### config.mk
export PLATFORM = sky130hd
export DESIGN_NAME = arbitro_multi
export DESIGN_NICKNAME = d
export VERILOG_FILES = /design/src/rtl/arbitro_multi.sv
export SDC_FILE = /design/constraint.sdc
export NUM_CORES = 1
export LEC_CHECK = 0
export ABC_AREA = 1
export CAP_MARGIN = 10
export CORE_MARGIN = 4
export CORE_UTILIZATION = 30
export CTS_CLUSTER_DIAMETER = 30
export DETAILED_ROUTE_END_ITERATION = 16
export GPL_TIMING_DRIVEN = 0
export REMOVE_ABC_BUFFERS = 1
export SETUP_SLACK_MARGIN = 0.2
export SYNTH_ARGS = -nofsm -noshare
export SYNTH_HDL_FRONTEND = slang
export SYNTH_SLANG_ARGS = --single-unit
### constraint.sdc
create_clock -name clock -period 3.65 [get_ports clock]
set_input_delay 1.095 -clock clock [delete_from_list [all_inputs] [get_ports clock]]
set_output_delay 1.095 -clock clock [all_outputs]
set_load 0.01 [all_outputs]
### src/rtl/arbitro_multi.sv
// arbitro_multi: custom-instruction front end for a UART sensor bus.
// Takes {sensor address, command} from the processor. Sends both bytes through an
// external uart_tx. Assembles a RESP_BYTES-long reply from an external uart_rx and
// returns it with a 2-bit status.
//
// Ports:
//   clock, reset      system clock, asynchronous active-high reset
//   clock_en          start strobe, honoured only in IDLE
//   dataA             [15:8] sensor address, [7:0] command, [31:16] ignored
//   rx_DV, rx_byte    received-byte strobe and data from uart_rx
//   tx_done           uart_tx finished the current byte
//   tx_DV, tx_byte    transmit strobe and data to uart_tx
//   busy              high whenever the FSM is not idle
//   done, result      one-cycle completion pulse, {status[31:30], reply data}
module arbitro_multi #(
   parameter int unsigned N_SENSORS      = 32,
   parameter int unsigned RESP_BYTES     = 2,
   parameter int unsigned TIMEOUT_CYCLES = 5000000
) (
   input  logic        clock,
   input  logic        reset,
   input  logic        clock_en,
   input  logic [31:0] dataA,
   input  logic        rx_DV,
   input  logic [7:0]  rx_byte,
   input  logic        tx_done,
   output logic        tx_DV,
   output logic [7:0]  tx_byte,
   output logic        busy,
   output logic        done,
   output logic [31:0] result
);

   localparam int unsigned DW = 8 * RESP_BYTES;
   localparam int unsigned TW = $clog2(TIMEOUT_CYCLES);
   localparam logic [TW-1:0] TO_LAST    = TW'(TIMEOUT_CYCLES - 1);
   localparam logic [1:0]    BYTES_LAST = 2'(RESP_BYTES);

   typedef enum logic [2:0] {
      StIdle, StSendAddr, StWaitAddr, StSendCmd, StWaitCmd, StRecv, StFinish
   } state_e;

   state_e         state_q, state_d;
   logic [7:0]     addr_q, cmd_q;
   logic [DW-1:0]  data_q;
   logic [1:0]     status_q;
   logic [1:0]     byte_cnt_q;
   logic [TW-1:0]  to_cnt_q;

   logic           tx_dv_q, tx_dv_d;
   logic [7:0]     tx_byte_q, tx_byte_d;
   logic           busy_q, busy_d;
   logic           done_q, done_d;
   logic [31:0]    result_q, result_d;

   logic           addr_bad, rx_last, to_expire;
   logic [TW-1:0]  to_next;

   logic unused_bits;
   assign unused_bits = ^dataA[31:16];

   assign addr_bad  = {24'b0, dataA[15:8]} >= N_SENSORS;
   assign rx_last   = (byte_cnt_q + 2'd1) == BYTES_LAST;
   assign to_next   = to_cnt_q + 1'b1;
   assign to_expire = to_next == TO_LAST;

   // State register
   always_ff @(posedge clock or posedge reset) begin
      if (reset) state_q <= StIdle;
      else       state_q <= state_d;
   end

   // Next-state logic
   always_comb begin
      state_d = state_q;
      case (state_q)
         StIdle:     if (clock_en) state_d = addr_bad ? StFinish : StSendAddr;
         StSendAddr: state_d = StWaitAddr;
         StWaitAddr: if (tx_done) state_d = StSendCmd;
         StSendCmd:  state_d = StWaitCmd;
         StWaitCmd:  if (tx_done) state_d = StRecv;
         StRecv: begin
            // A byte arriving on the expiry cycle wins over the timeout.
            if (rx_DV) begin
               if (rx_last) state_d = StFinish;
            end else if (to_expire) begin
               state_d = StFinish;
            end
         end
         StFinish:   state_d = StIdle;
         default:    state_d = StIdle;
      endcase
   end

   // Output logic: next values of the registered outputs
   always_comb begin
      tx_dv_d   = (state_q == StSendAddr) || (state_q == StSendCmd);
      tx_byte_d = tx_byte_q;
      if (state_q == StSendAddr) tx_byte_d = addr_q;
      if (state_q == StSendCmd)  tx_byte_d = cmd_q;
      busy_d    = state_d != StIdle;
      done_d    = state_q == StFinish;
      result_d  = result_q;
      if (state_q == StFinish) result_d = {status_q, {(30 - DW){1'b0}}, data_q};
   end

   always_ff @(posedge clock or posedge reset) begin
      if (reset) begin
         tx_dv_q   <= 1'b0;
         tx_byte_q <= 8'h00;
         busy_q    <= 1'b0;
         done_q    <= 1'b0;
         result_q  <= 32'h0;
      end else begin
         tx_dv_q   <= tx_dv_d;
         tx_byte_q <= tx_byte_d;
         busy_q    <= busy_d;
         done_q    <= done_d;
         result_q  <= result_d;
      end
   end

   // Request latch, reply assembly and counters
   always_ff @(posedge clock or posedge reset) begin
      if (reset) begin
         addr_q     <= 8'h00;
         cmd_q      <= 8'h00;
         data_q     <= '0;
         status_q   <= 2'b00;
         byte_cnt_q <= 2'd0;
         to_cnt_q   <= '0;
      end else begin
         case (state_q)
            StIdle: begin
               if (clock_en) begin
                  addr_q   <= dataA[15:8];
                  cmd_q    <= dataA[7:0];
                  data_q   <= '0;
                  status_q <= addr_bad ? 2'b10 : 2'b00;
               end
            end
            StWaitCmd: begin
               if (tx_done) begin
                  byte_cnt_q <= 2'd0;
                  to_cnt_q   <= '0;
               end
            end
            StRecv: begin
               if (rx_DV) begin
                  data_q     <= (data_q << 8) | DW'(rx_byte);
                  byte_cnt_q <= byte_cnt_q + 2'd1;
                  to_cnt_q   <= '0;
               end else if (to_expire) begin
                  status_q <= 2'b01;
                  data_q   <= '0;
               end else begin
                  to_cnt_q <= to_next;
               end
            end
            default: ;
         endcase
      end
   end

   assign tx_DV   = tx_dv_q;
   assign tx_byte = tx_byte_q;
   assign busy    = busy_q;
   assign done    = done_q;
   assign result  = result_q;

endmodule
---- After elaboration in Yosys (flattened, before gate mapping) ----
Cells that the tools add are included.
operators by class
  reductions and logical operators ........ 11
  muxes and demuxes ....................... 26
  eq/ne operators ......................... 15
  add/sub/neg operators ................... 2
  order comparisons ....................... 1
  bitwise logic cells ..................... 1
operators with widths
  operator                 count
  $mux W23                 3
  $mux W16                 3
  $pmux W23 S2             1
  $pmux W16 S2             1
  $add A23 B1 Y23 const B  1
  $eq A23 B23 Y1 const B   1
  $mux W3                  7
  $pmux W3 S6              1
  $mux W8                  2
  $or A16 B8 Y16           1
  $mux W2                  6
  $ne A2 B2 Y1 const B     5
  $eq A3 B3 Y1 const B     3
  $reduce_and A3 Y1        3
  $ge A8 B6 Y1 const B     1
  $pmux W2 S2              2
  $eq A3 B2 Y1 const B     2
  $ne A3 B3 Y1 const B     2
  $reduce_bool A2 Y1       3
  $reduce_and A4 Y1        1
  $eq A3 B1 Y1 const B     1
  $logic_not A3 Y1         1
  $reduce_bool A3 Y1       1
  $add A2 B1 Y2 const B    1
  3 further kinds          3
storage, ports and cells
  register bits after elaboration ......... 91

---- Depth between registers and ports, before layout ----
Gate-level depths: netlist of the first run.
  word-level depth ........................ 6
  gate-level depth with buffers ........... 15

---- Worst setup path after synthesis of the first run ----
Ideal clock, no wire load.
  kind .................................... input-to-reg
  start point ............................. in rx_DV
  end point ............................... reg to_cnt_q[11]
  buffers on the path ..................... 2
  path slack .............................. 1,527 ps
  cell stages on the path ................. 7
  library setup time ...................... 66 ps
  arrival time ............................ 2,057 ps
  cell sequence ........................... inv_1 > nor2_1 > buf_2 > nor2_1 > clkbuf_1 > nand3_1 > nand2_1
on the way
  longest elaborated chain between the ends .. 2
ends and longest elaborated chain
  element                                                      RTL line  RTL
  start: declaration                                           24        input logic rx_DV,
  $ne A3 B3 Y1 (no line) or $mux W23 (tied branches)           n/a
  $reduce_and A3 Y1 (no line) or $pmux W23 S2 (tied branches)  n/a
  end signal: assignment                                       157       to_cnt_q <= to_next;
  end: declaration                                             48        logic [TW-1:0] to_cnt_q;
Parallel ways exist; a longest one is shown, timed or not.
A chain may end at the register's enable or synchronous reset.

---- Worst setup path after layout of the first run ----
  start point ............................. in rx_DV
  end point ............................... reg data_q[10]
on the way
  longest elaborated chain between the ends .. 2
ends and longest elaborated chain
  element                                                      RTL line  RTL
  $ne A3 B3 Y1 (no line) or $mux W16 (tied branches)           n/a
  $reduce_and A3 Y1 (no line) or $pmux W16 S2 (tied branches)  n/a
  end signal: assignment                                       150       data_q <= (data_q << 8) | DW'(rx_byte);
  end: declaration                                             45        logic [DW-1:0] data_q;
Parallel ways exist; a longest one is shown, timed or not.

==> results of run 1 <==
-- final cells by class --
type	instances	area [um^2]
flip-flops and latches	91	2280
well taps	184	230
clock inverters	6	48.8
fillers	1512	9150
inverters	67	254
multi-input cells	423	1930
repair buffers	61	633
clock buffers	10	239
-- logic make-up after synthesis --
| kind of cell | after synthesis |
|---|---|
| AOI/OAI and AO/OA | 38 |
| xor gates and xnor gates | 3 |
| adders and majority gates | 4 |
| buffers and inverters | 99 |
| DFF | 91 |
| other | 1 |
| and+or+nand+nor | 364 |
-- worst max-delay path, stage by stage --
cell and delay, ps:
clkdlybuf4s50_1 520, inv_1 50, nor2_1 660, inv_1 430, nand2_1 140, inv_1 260, nand3_1 170, o21ai_0 90
-- through the flow --
step | power [mW] | cells | util (%) | hold slack [ps] | setup TNS, ps
after global routing | 3.61 | 842 | 38.0 | 507 | 0
after detailed placement | 2.50 | 826 | 36.1 | 460 | 0
final | 3.37 | 842 | 38.0 | 473 | 0
after CTS | 3.41 | 842 | 38.0 | 477 | 0
after floorplan | 2.00 | 581 | - | 449 | 0
after global placement | 2.45 | 822 | 35.6 | 457 | -114320
-- state kept, by name (all words and copies together) (netlist names), 3 cells and up --
name      flops
addr_q        8
cmd_q         8
data_q       16
result       18
state_q       3
to_cnt_q     23
tx_byte       8
-- power groups by stage --
stage	sequential, mW	clock [mW]	combinational (mW)
floorplan	1.50	0	0.492
CTS	1.47	0.924	1.02
finish	1.46	0.899	1.00
detailed placement	1.48	0	1.02
global route	1.50	0.968	1.14
global placement	1.48	0	0.971
-- cells in the final DEF (no fill, tap or decap), types with 3 or more instances in the layout --
cell             count
nand2_1            227
dfrtp_1             91
inv_1               65
nand3_1             61
clkdlybuf4s50_1     57
nor2_1              33
o21ai_0             26
nand4_1             16
conb_1              14
nor2_2               9
clkbuf_16            9
nor3_1               7
o21ai_1              5
ha_1                 4
nor2_4               3
-- layer usage --
| metal | vias to the layer above | share of wire, % | GRT usage (%) |
|---|---|---|---|
| met5 | - | 0 | 0 |
| met2 | 85 | 48 | 21.2 |
| met1 | 1808 | 46 | 17.0 |
| met4 | 0 | 1.7 | 4.90 |
| li1 | 1964 | - | - |
| met3 | 17 | 4.3 | 2.37 |
-- path summary, 6_finish.rpt --
path | start | end | cells past startpoint
worst max-delay path | rx_DV | data_q[10] | 8
worst min-delay path | result[9] | result[9] | 2
max in group asynchronous | reset | status_q[0] | 3
worst max register to register | state_q[2] | data_q[10] | 9
worst min register to register | result[9] | result[9] | 2
min in group asynchronous | reset | to_cnt_q[3] | 2
==> qor.txt, run 1 <==
result of the run = complete, no violations
P_leak = 2.73 nW
Syn Std Cell Area = 4590 um^2
ys async rst share = 100%
core box area = 14800 um^2
type of the worst min-delay path = flop to flop
top-area cell type share of the netlist area = 49.6%
Worst Path Arrival = 3420 ps
reg-to-reg slack, setup = 940 ps
Crit Path Max Fanout = 16
Area Overhead vs Synth = 22.1%
Synth Area in Compound Gates = 4.50%
synth cell count leaders = nand2_1, dfrtp_1, inv_1
initial antenna violation count = 0
first-pass GRT wire length = 18700 um
TritonCTS buffer count = 9
final setup vio count = 0
worst slew pin tran = 1090 ps
Final Wtd Congestion = 0.884
vias in the first global route = 3875
worst-skew pair later-pin latency = 340 ps
CTS Hold Bufs = 0
max-cap viol count = 0
register share of total power = 43.5%
total track usage = 12.9%
TritonRoute pass-1 iters = 7
Worst EP required = 3860 ps
vias per cell = 4.60
post-CTS setup buffer count = 0
post-placement worst setup slack = 77.0 ps
Hold Vio Cnt, Final = 0
CP Launch Type = input pin
Gate Count Post-Synth = 600
1st-iter DRT viols = 211
most frequent cell after synthesis = nand2_1
H-tree Lvls = 3
Clock Root Buffer = clkbuf_16
post-synthesis cell type count = 32
placed cell area = 5320 um^2
die footprint = 17400 um^2
Synth area leaders = dfrtp_1, nand2_1, nand3_1
largest net degree at the start of global routing = 72
commonest register cell after synthesis = dfrtp_1
ANT nets after route = 0
# diodes = 0
final worst slack = 437 ps
area leader, netlist = dfrtp_1
Buffers on Ports = 57
clk sinks = 91
total congestion overflow = 0
Slew headroom = 26.8%
post-layout min period = 3210 ps
Final #Nets = 702
combinational power share = 29.8%
clock network fraction of total power = 26.7%
post-synthesis mux area share = 0%
layout cells sized above 1 = 5.93%
DRC Markers = 0
WL per Instance = 12.7 um
Worst setup EP type = flop
skew final = 9.15 ps
simple-gate share of the synthesized area = 34.5%
Cell Int Power = 2.22 mW
fmax = 311 MHz
final wirelength = 10700 um
syn avg cell area = 7.65 um^2
width of the chip = 132 um
Initial Util = 31.1%
sw frac = 34.2%
RSZ-0062 raised after global routing = no
Ports = 88
post-DP HPWL = 7560 um
clock-pin slew on the worst setup and hold paths = 70 ps
post-route cell area = 5610 um^2
fin crit share = 88.0%
XOR/XNOR share of the synthesized area = 0.572%
routed vias = 3874
Max clock buf depth = 2
largest family of logic cells by synthesized area = simple AND/OR/NAND/NOR gates
Psw = 1.15 mW
Die H = 132 um
Synthesis Warnings = 0
Final Max Tran Viols = 0
adder-cell share of the synthesized area = 1.09%
post-CTS resize count = 0
Setup CP Type = input pin to flop
num rows = 44
Synth Register Bits = 91
register area share after synthesis = 49.6%
Power Density = 600 nW/um^2
maximum VDD drop = 0.298 mV
CTS tree = done
EDFF count, synth = 0
Power figures use the tool's default switching activity.
==> inputs of run 2 (changes only) <==
--- a/config.mk
+++ b/config.mk
@@ -12,7 +12,6 @@
 export CTS_CLUSTER_DIAMETER = 30
 export DETAILED_ROUTE_END_ITERATION = 16
 export GPL_TIMING_DRIVEN = 0
-export REMOVE_ABC_BUFFERS = 1
 export SETUP_SLACK_MARGIN = 0.2
 export SYNTH_ARGS = -nofsm -noshare
 export SYNTH_HDL_FRONTEND = slang
==> run 2 against run 1 <==
  * Sequential power about the same
  * Cell count rose by 3.6%
  * Non-clock buffer count up 30
  * Critical endpoint is now to_cnt_q[10]
  * Largest cell class unchanged
  * Largest power group unchanged
  * Highest routed layer unchanged
==> qor.txt, run 2 (synthesis results as in run 1) <==
Cell Int Power = 2.25 mW (was 2.22 mW)
largest register by flop count = to_cnt_q (unchanged)
WL per Instance = 12.7 um (about the same)
maximum VDD drop = 0.279 mV (was 0.298 mV)
Final Wtd Congestion = 0.860 (was 0.884)
result of the run = complete, no violations (unchanged)
Hold Vio Cnt, Final = 0 (unchanged)
Setup CP Type = input pin to flop (unchanged)
total congestion overflow = 0 (unchanged)
combinational power share = 30.1% (was 29.8%)
post-CTS setup buffer count = 0 (unchanged)
buffer and inverter count on the worst path = 4 (unchanged)
most frequent CP cell = nor2_1 (was inv_1)
# diodes = 0 (unchanged)
Critical R2R Capture = data_q[8] (was data_q[10])
Psw = 1.19 mW (was 1.15 mW)
RSZ-0062 raised after global routing = no (unchanged)
Slew headroom = 27.2% (was 26.8%)
final wirelength = 11000 um (was 10700 um)
Max clock buf depth = 2 (unchanged)
CTS tree = done (unchanged)
width of the chip = 132 um (unchanged)
Final Max Tran Viols = 0 (unchanged)
register share of total power = 42.4% (was 43.5%)
Buffers on Ports = 57 (unchanged)
CP Launch Type = input pin (unchanged)
final setup vio count = 0 (unchanged)
setup TNS = 0 ps (unchanged)
Final #Nets = 732 (was 702)
Finished Layout Cells = 872 (was 842)
Ports = 88 (unchanged)
first-pass GRT wire length = 18600 um (was 18700 um)
Worst Path Arrival = 2970 ps (was 3420 ps)
CTS Hold Bufs = 0 (unchanged)
reg-to-reg slack, setup = 1230 ps (was 940 ps)
1st-iter DRT viols = 272 (was 211)
worst slew pin tran = 1080 ps (was 1090 ps)
family with the most delay on the worst path = buffers and inverters (unchanged)
hold path depth = 2 (unchanged)
die footprint = 17400 um^2 (unchanged)
total track usage = 13.1% (was 12.9%)
post-layout min period = 2690 ps (was 3210 ps)
P_leak = 2.84 nW (was 2.73 nW)
Initial Util = 31.1% (unchanged)
largest net degree at the start of global routing = 34 (was 72)
hold_sp = result[13] (was result[9])
TritonRoute pass-1 iters = 4 (was 7)
area of the multi-input gates = 1920 um^2 (was 1930 um^2)
worst-skew pair later-pin latency = 350 ps (was 340 ps)
ANT nets after route = 0 (unchanged)
clock network fraction of total power = 27.5% (was 26.7%)
vias in the first global route = 3663 (was 3875)
hold endpoint = result[13] (was result[9])
Power Density = 594 nW/um^2 (was 600 nW/um^2)
placed cell count = 856 (was 826)
FF+latch area = 2280 um^2 (unchanged)
Worst path slowest cell = nor2_1 (unchanged)
max reg flops = 23 (unchanged)
Crit Path Max Fanout = 10 (was 16)
most frequent cells in the layout = nand2_1, dfrtp_1, inv_1 (unchanged)
TritonCTS buffer count = 9 (unchanged)
post-CTS resize count = 0 (unchanged)
DRC Markers = 0 (unchanged)
routed vias = 3856 (was 3874)
layout cells sized above 1 = 7.85% (was 5.93%)
type of the worst min-delay path = flop to flop (unchanged)
Layout fillers = 1581 (was 1512)
vias per cell = 4.42 (was 4.60)
core box area = 14800 um^2 (unchanged)
H-tree Lvls = 3 (unchanged)
FF-to-FF path depth = 13 (was 9)
fmax = 372 MHz (was 311 MHz)
Die H = 132 um (unchanged)
clock-pin slew on the worst setup and hold paths = 70 ps (about the same)
max-cap viol count = 0 (unchanged)
clk sinks = 91 (unchanged)
sw frac = 34.6% (was 34.2%)
num rows = 44 (unchanged)
most common cell after layout, fill and taps aside = nand2_1 (unchanged)
initial antenna violation count = 0 (unchanged)
post-DP HPWL = 8060 um (was 7560 um)
Clock Root Buffer = clkbuf_16 (unchanged)
Worst setup EP type = flop (unchanged)
Worst EP required = 3930 ps (was 3860 ps)
skew final = 11.6 ps (was 9.15 ps)
fin crit share = 73.7% (was 88.0%)
Area Overhead vs Synth = 26.1% (was 22.1%)
cells along the critical path = clkdlybuf4s50_1 -> inv_1 -> nor2_1 -> buf_2 -> nor2_1 -> clkbuf_1 -> nand3_1 -> nand2_1 (was clkdlybuf4s50_1 -> inv_1 -> nor2_1 -> inv_1 -> nand2_1 -> inv_1 -> nand3_1 -> o21ai_0)
crit-path max cell delay = 480 ps (was 660 ps)
reg2reg start = to_cnt_q[1] (was state_q[2])
==> run 2: cell count changes in the layout (fill, tap and decap cells not counted), sizes merged <==
cell	change
clkbuf	+12
clkinvlp	-1
inv	+1
buf	+18
==> run 2: worst reg2reg max path: stages (launching register included) <==
cell,delay (ps)
dfrtp_1,440
ha_1,250
inv_1,70
nor2_2,180
nand2_2,130
o21ai_1,140
nand2_1,90
nor2_1,140
nand2_1,100
nor2_4,200
nand4_4,180
buf_2,240
nand3_1,80
o21ai_1,70
==> run 2: worst max-delay path by stage <==
| stage | startpoint | end | slack, ps | depth (start not counted) |
|---|---|---|---|---|
| 6_report | rx_DV | to_cnt_q[10] | 960 | 8 |
| 5_1_grt | rx_DV | to_cnt_q[12] | 850 | 8 |
| 4_1_cts | rx_DV | to_cnt_q[16] | 1010 | 8 |
| 3_5_place_dp | rx_DV | to_cnt_q[16] | 650 | 8 |
| 3_3_place_gp | reset | data_q[1] | 440 | 2 |
| 2_1_floorplan | reset | addr_q[0] | 1490 | 1 |
==> run 2: metal layers <==
layer,vias up,global-route usage (%),wire (um)
met3,9,2.75,484
met2,70,21.1,5230
met4,0,4.90,169
met1,1747,17.6,5170
met5,-,0,0
li1,2030,-,-
==> run 2: layout make-up <==
class,count,share of cell area [%]
repair buffers,59,10.5
flip-flops and latches,91,39.3
clock buffers,10,4.13
multi-input cells,423,33.2
inverters,67,4.41
plain buffers,32,3.31
clock inverters,6,1.12
well taps,184,3.98
==> run 2: power groups by stage <==
stage | Combinational [mW] | Clock [mW] | Sequential [mW]
final | 1.04 | 0.944 | 1.46
after global routing | 1.17 | 1.01 | 1.50
after CTS | 1.06 | 0.971 | 1.46
after detailed placement | 1.06 | 0 | 1.48
after global placement | 1.04 | 0 | 1.48
after floorplan | 0.537 | 0 | 1.50
==> run 2: per-stage QoR <==
| stage | setup slack [ps] | total power [mW] | cell area (um^2) | hold WS [ps] | utilization (%) |
|---|---|---|---|---|---|
| after global placement | 443 | 2.52 | 5450 | 455 | 36.9 |
| after detailed placement | 650 | 2.54 | 5490 | 458 | 37.2 |
| after floorplan | 1490 | 2.04 | 4640 | 449 | - |
| after CTS | 1010 | 3.49 | 5790 | 476 | 39.2 |
| after global routing | 850 | 3.68 | 5790 | 496 | 39.2 |
| final | 962 | 3.44 | 5790 | 472 | 39.2 |
==> inputs of run 3 (changes only) <==
==> constraint.sdc (replaced) <==
create_clock -name clock -period 2.8 [get_ports clock]
set_input_delay 0.84 -clock clock [delete_from_list [all_inputs] [get_ports clock]]
set_output_delay 0.84 -clock clock [all_outputs]
set_load 0.01 [all_outputs]
==> run 3 against run 2 <==
  * Final area grew 0.11%
  * Largest cell class unchanged
  * Sequential power grew 30%
  * Hold slack is essentially flat
  * Critical path type unchanged
==> qor.txt, run 3 (synthesis results as in run 1) <==
Setup CP Type = input pin to flop (unchanged)
skew final = 11.6 ps (about the same)
max reg flops = 23 (unchanged)
Area Overhead vs Synth = 26.2% (was 26.1%)
worst-skew pair later-pin latency = 350 ps (about the same)
clock-pin slew on the worst setup and hold paths = 70 ps (about the same)
TritonRoute pass-1 iters = 4 (unchanged)
hold_sp = result[13] (unchanged)
Final #Nets = 732 (unchanged)
total power = 4.48 mW (was 3.44 mW)
post-DP HPWL = 8060 um (unchanged)
setup TNS = 0 ps (unchanged)
CP startpoint = rx_DV (unchanged)
GRT met3 Usage = 2.75% (unchanged)
buffer and inverter count on the worst path = 4 (unchanged)
Final Max Tran Viols = 0 (unchanged)
Worst path slowest cell = nor2_1 (unchanged)
1st-iter DRT viols = 285 (was 272)
Worst EP required = 3080 ps (was 3930 ps)
total congestion overflow = 0 (unchanged)
most frequent CP cell = nor2_1 (unchanged)
placed cell area = 5490 um^2 (unchanged)
Worst Path Arrival = 2720 ps (was 2970 ps)
hold endpoint = result[13] (unchanged)
WL per Instance = 12.7 um (about the same)
most frequent cells in the layout = nand2_1, dfrtp_1, inv_1 (unchanged)
Ports = 88 (unchanged)
placed cell count = 856 (unchanged)
Psw = 1.55 mW (was 1.19 mW)
H-tree Lvls = 3 (unchanged)
TritonCTS buffer count = 9 (unchanged)
register share of total power = 42.4% (about the same)
Slew headroom = 26.8% (was 27.2%)
final worst slack = 367 ps (was 962 ps)
Finished Layout Cells = 872 (unchanged)
clock network fraction of total power = 27.5% (about the same)
die footprint = 17400 um^2 (unchanged)
Worst setup EP type = flop (unchanged)
post-layout min period = 2430 ps
worst slew pin tran = 1090 ps (was 1080 ps)
Clock Root Buffer = clkbuf_16 (unchanged)
width of the chip = 132 um (unchanged)
Buffers on Ports = 57 (unchanged)
Final Core Density = 39.3% (was 39.2%)
# diodes = 0 (unchanged)
combinational power share = 30.1% (about the same)
routed vias = 3849 (was 3856)
num rows = 44 (unchanged)
core box area = 14800 um^2 (unchanged)
Die H = 132 um (unchanged)
Initial Util = 31.1% (unchanged)
cells along the critical path = clkdlybuf4s50_1 -> inv_1 -> nor2_1 -> buf_2 -> nor2_1 -> clkbuf_1 -> nand3_1 -> nand2_1 (unchanged)
first-pass GRT wire length = 18600 um (unchanged)
type of the worst min-delay path = flop to flop (unchanged)
vias per cell = 4.41 (was 4.42)
Critical R2R Capture = data_q[8] (unchanged)
layout cells sized above 1 = 8.14% (was 7.85%)
CTS tree = done (unchanged)
post-CTS resize count = 0 (unchanged)
total track usage = 13.1% (unchanged)
ANT nets after route = 0 (unchanged)
post-placement worst setup slack = 55.5 ps (was 650 ps)
Max clock buf depth = 2 (unchanged)
RSZ-0062 raised after global routing = no (unchanged)
FF-to-FF path depth = 13 (unchanged)
fin crit share = 86.9%
maximum VDD drop = 0.363 mV (was 0.279 mV)
GR Util met1 = 17.6% (unchanged)
DRC Markers = 0 (unchanged)
largest net degree at the start of global routing = 34 (unchanged)
reg-to-reg slack, setup = 460 ps (was 1230 ps)
reg2reg start = to_cnt_q[0] (was to_cnt_q[1])
post-route cell area = 5800 um^2 (was 5790 um^2)
Cell Int Power = 2.93 mW (was 2.25 mW)
post-CTS setup buffer count = 0 (unchanged)
crit-path max cell delay = 470 ps (was 480 ps)
hold path depth = 2 (unchanged)
final wirelength = 11000 um (about the same)
fmax = 411 MHz
final setup vio count = 0 (unchanged)
Power Density = 774 nW/um^2 (was 594 nW/um^2)
vias in the first global route = 3663 (unchanged)
Final Wtd Congestion = 0.860 (unchanged)
grt peak-use layer = met2 (unchanged)
met2 usage = 21.1% (unchanged)
max-cap viol count = 0 (unchanged)
initial antenna violation count = 0 (unchanged)
clk sinks = 91 (unchanged)
CP Launch Type = input pin (unchanged)
family with the most delay on the worst path = buffers and inverters (unchanged)
P_leak = 2.83 nW (was 2.84 nW)
largest register by flop count = to_cnt_q (unchanged)
Hold Vio Cnt, Final = 0 (unchanged)
Crit Path Max Fanout = 10 (unchanged)
most common cell after layout, fill and taps aside = nand2_1 (unchanged)
result of the run = complete, no violations (unchanged)
CTS Hold Bufs = 0 (unchanged)
sw frac = 34.6% (about the same)
WHS = 472 ps (about the same)
run 3: worst max path at each step:
stage / to / slack (ps) / depth (start not counted)
finish: to_cnt_q[10] / 370 / 8
global route: data_q[15] / 210 / 13
CTS: data_q[8] / 330 / 13
detailed placement: to_cnt_q[16] / 60 / 8
global placement: data_q[1] / -150 / 2
floorplan: data_q[15] / 800 / 12
run 3: worst reg2reg max path: stages, from the launching register on:
cell and delay, ps:
dfrtp_1 420, ha_2 230, inv_1 60, nor2_2 180, nand2_2 130, o21ai_1 140
nand2_1 90, nor2_1 140, nand2_1 100, nor2_4 170, nand4_4 180, clkbuf_4 240
nand3_1 80, o21ai_1 70
run 3: power by group through the flow:
stage	Clock, mW	Combinational [mW]	Sequential [mW]
after floorplan	0	0.700	1.96
after global placement	0	1.36	1.92
after detailed placement	0	1.38	1.93
after CTS	1.27	1.38	1.91
after global routing	1.31	1.53	1.95
final	1.23	1.35	1.90
run 3: per-layer routing:
layer	share of wire (%)	wire, um
met1	47	5170
met3	4.4	483
met4	1.5	169
met2	47	5220
met5	0	0
run 3: area by class of cell:
class / count / area (um^2)
Multi-Input combinational cell: 423 / 1920
Tap cell: 184 / 230
Inverter: 67 / 255
Sequential cell: 91 / 2280
Clock inverter: 6 / 65.1
Timing Repair Buffer: 59 / 611
Fill cell: 1579 / 8960
Buffer: 32 / 194
Clock buffer: 10 / 239
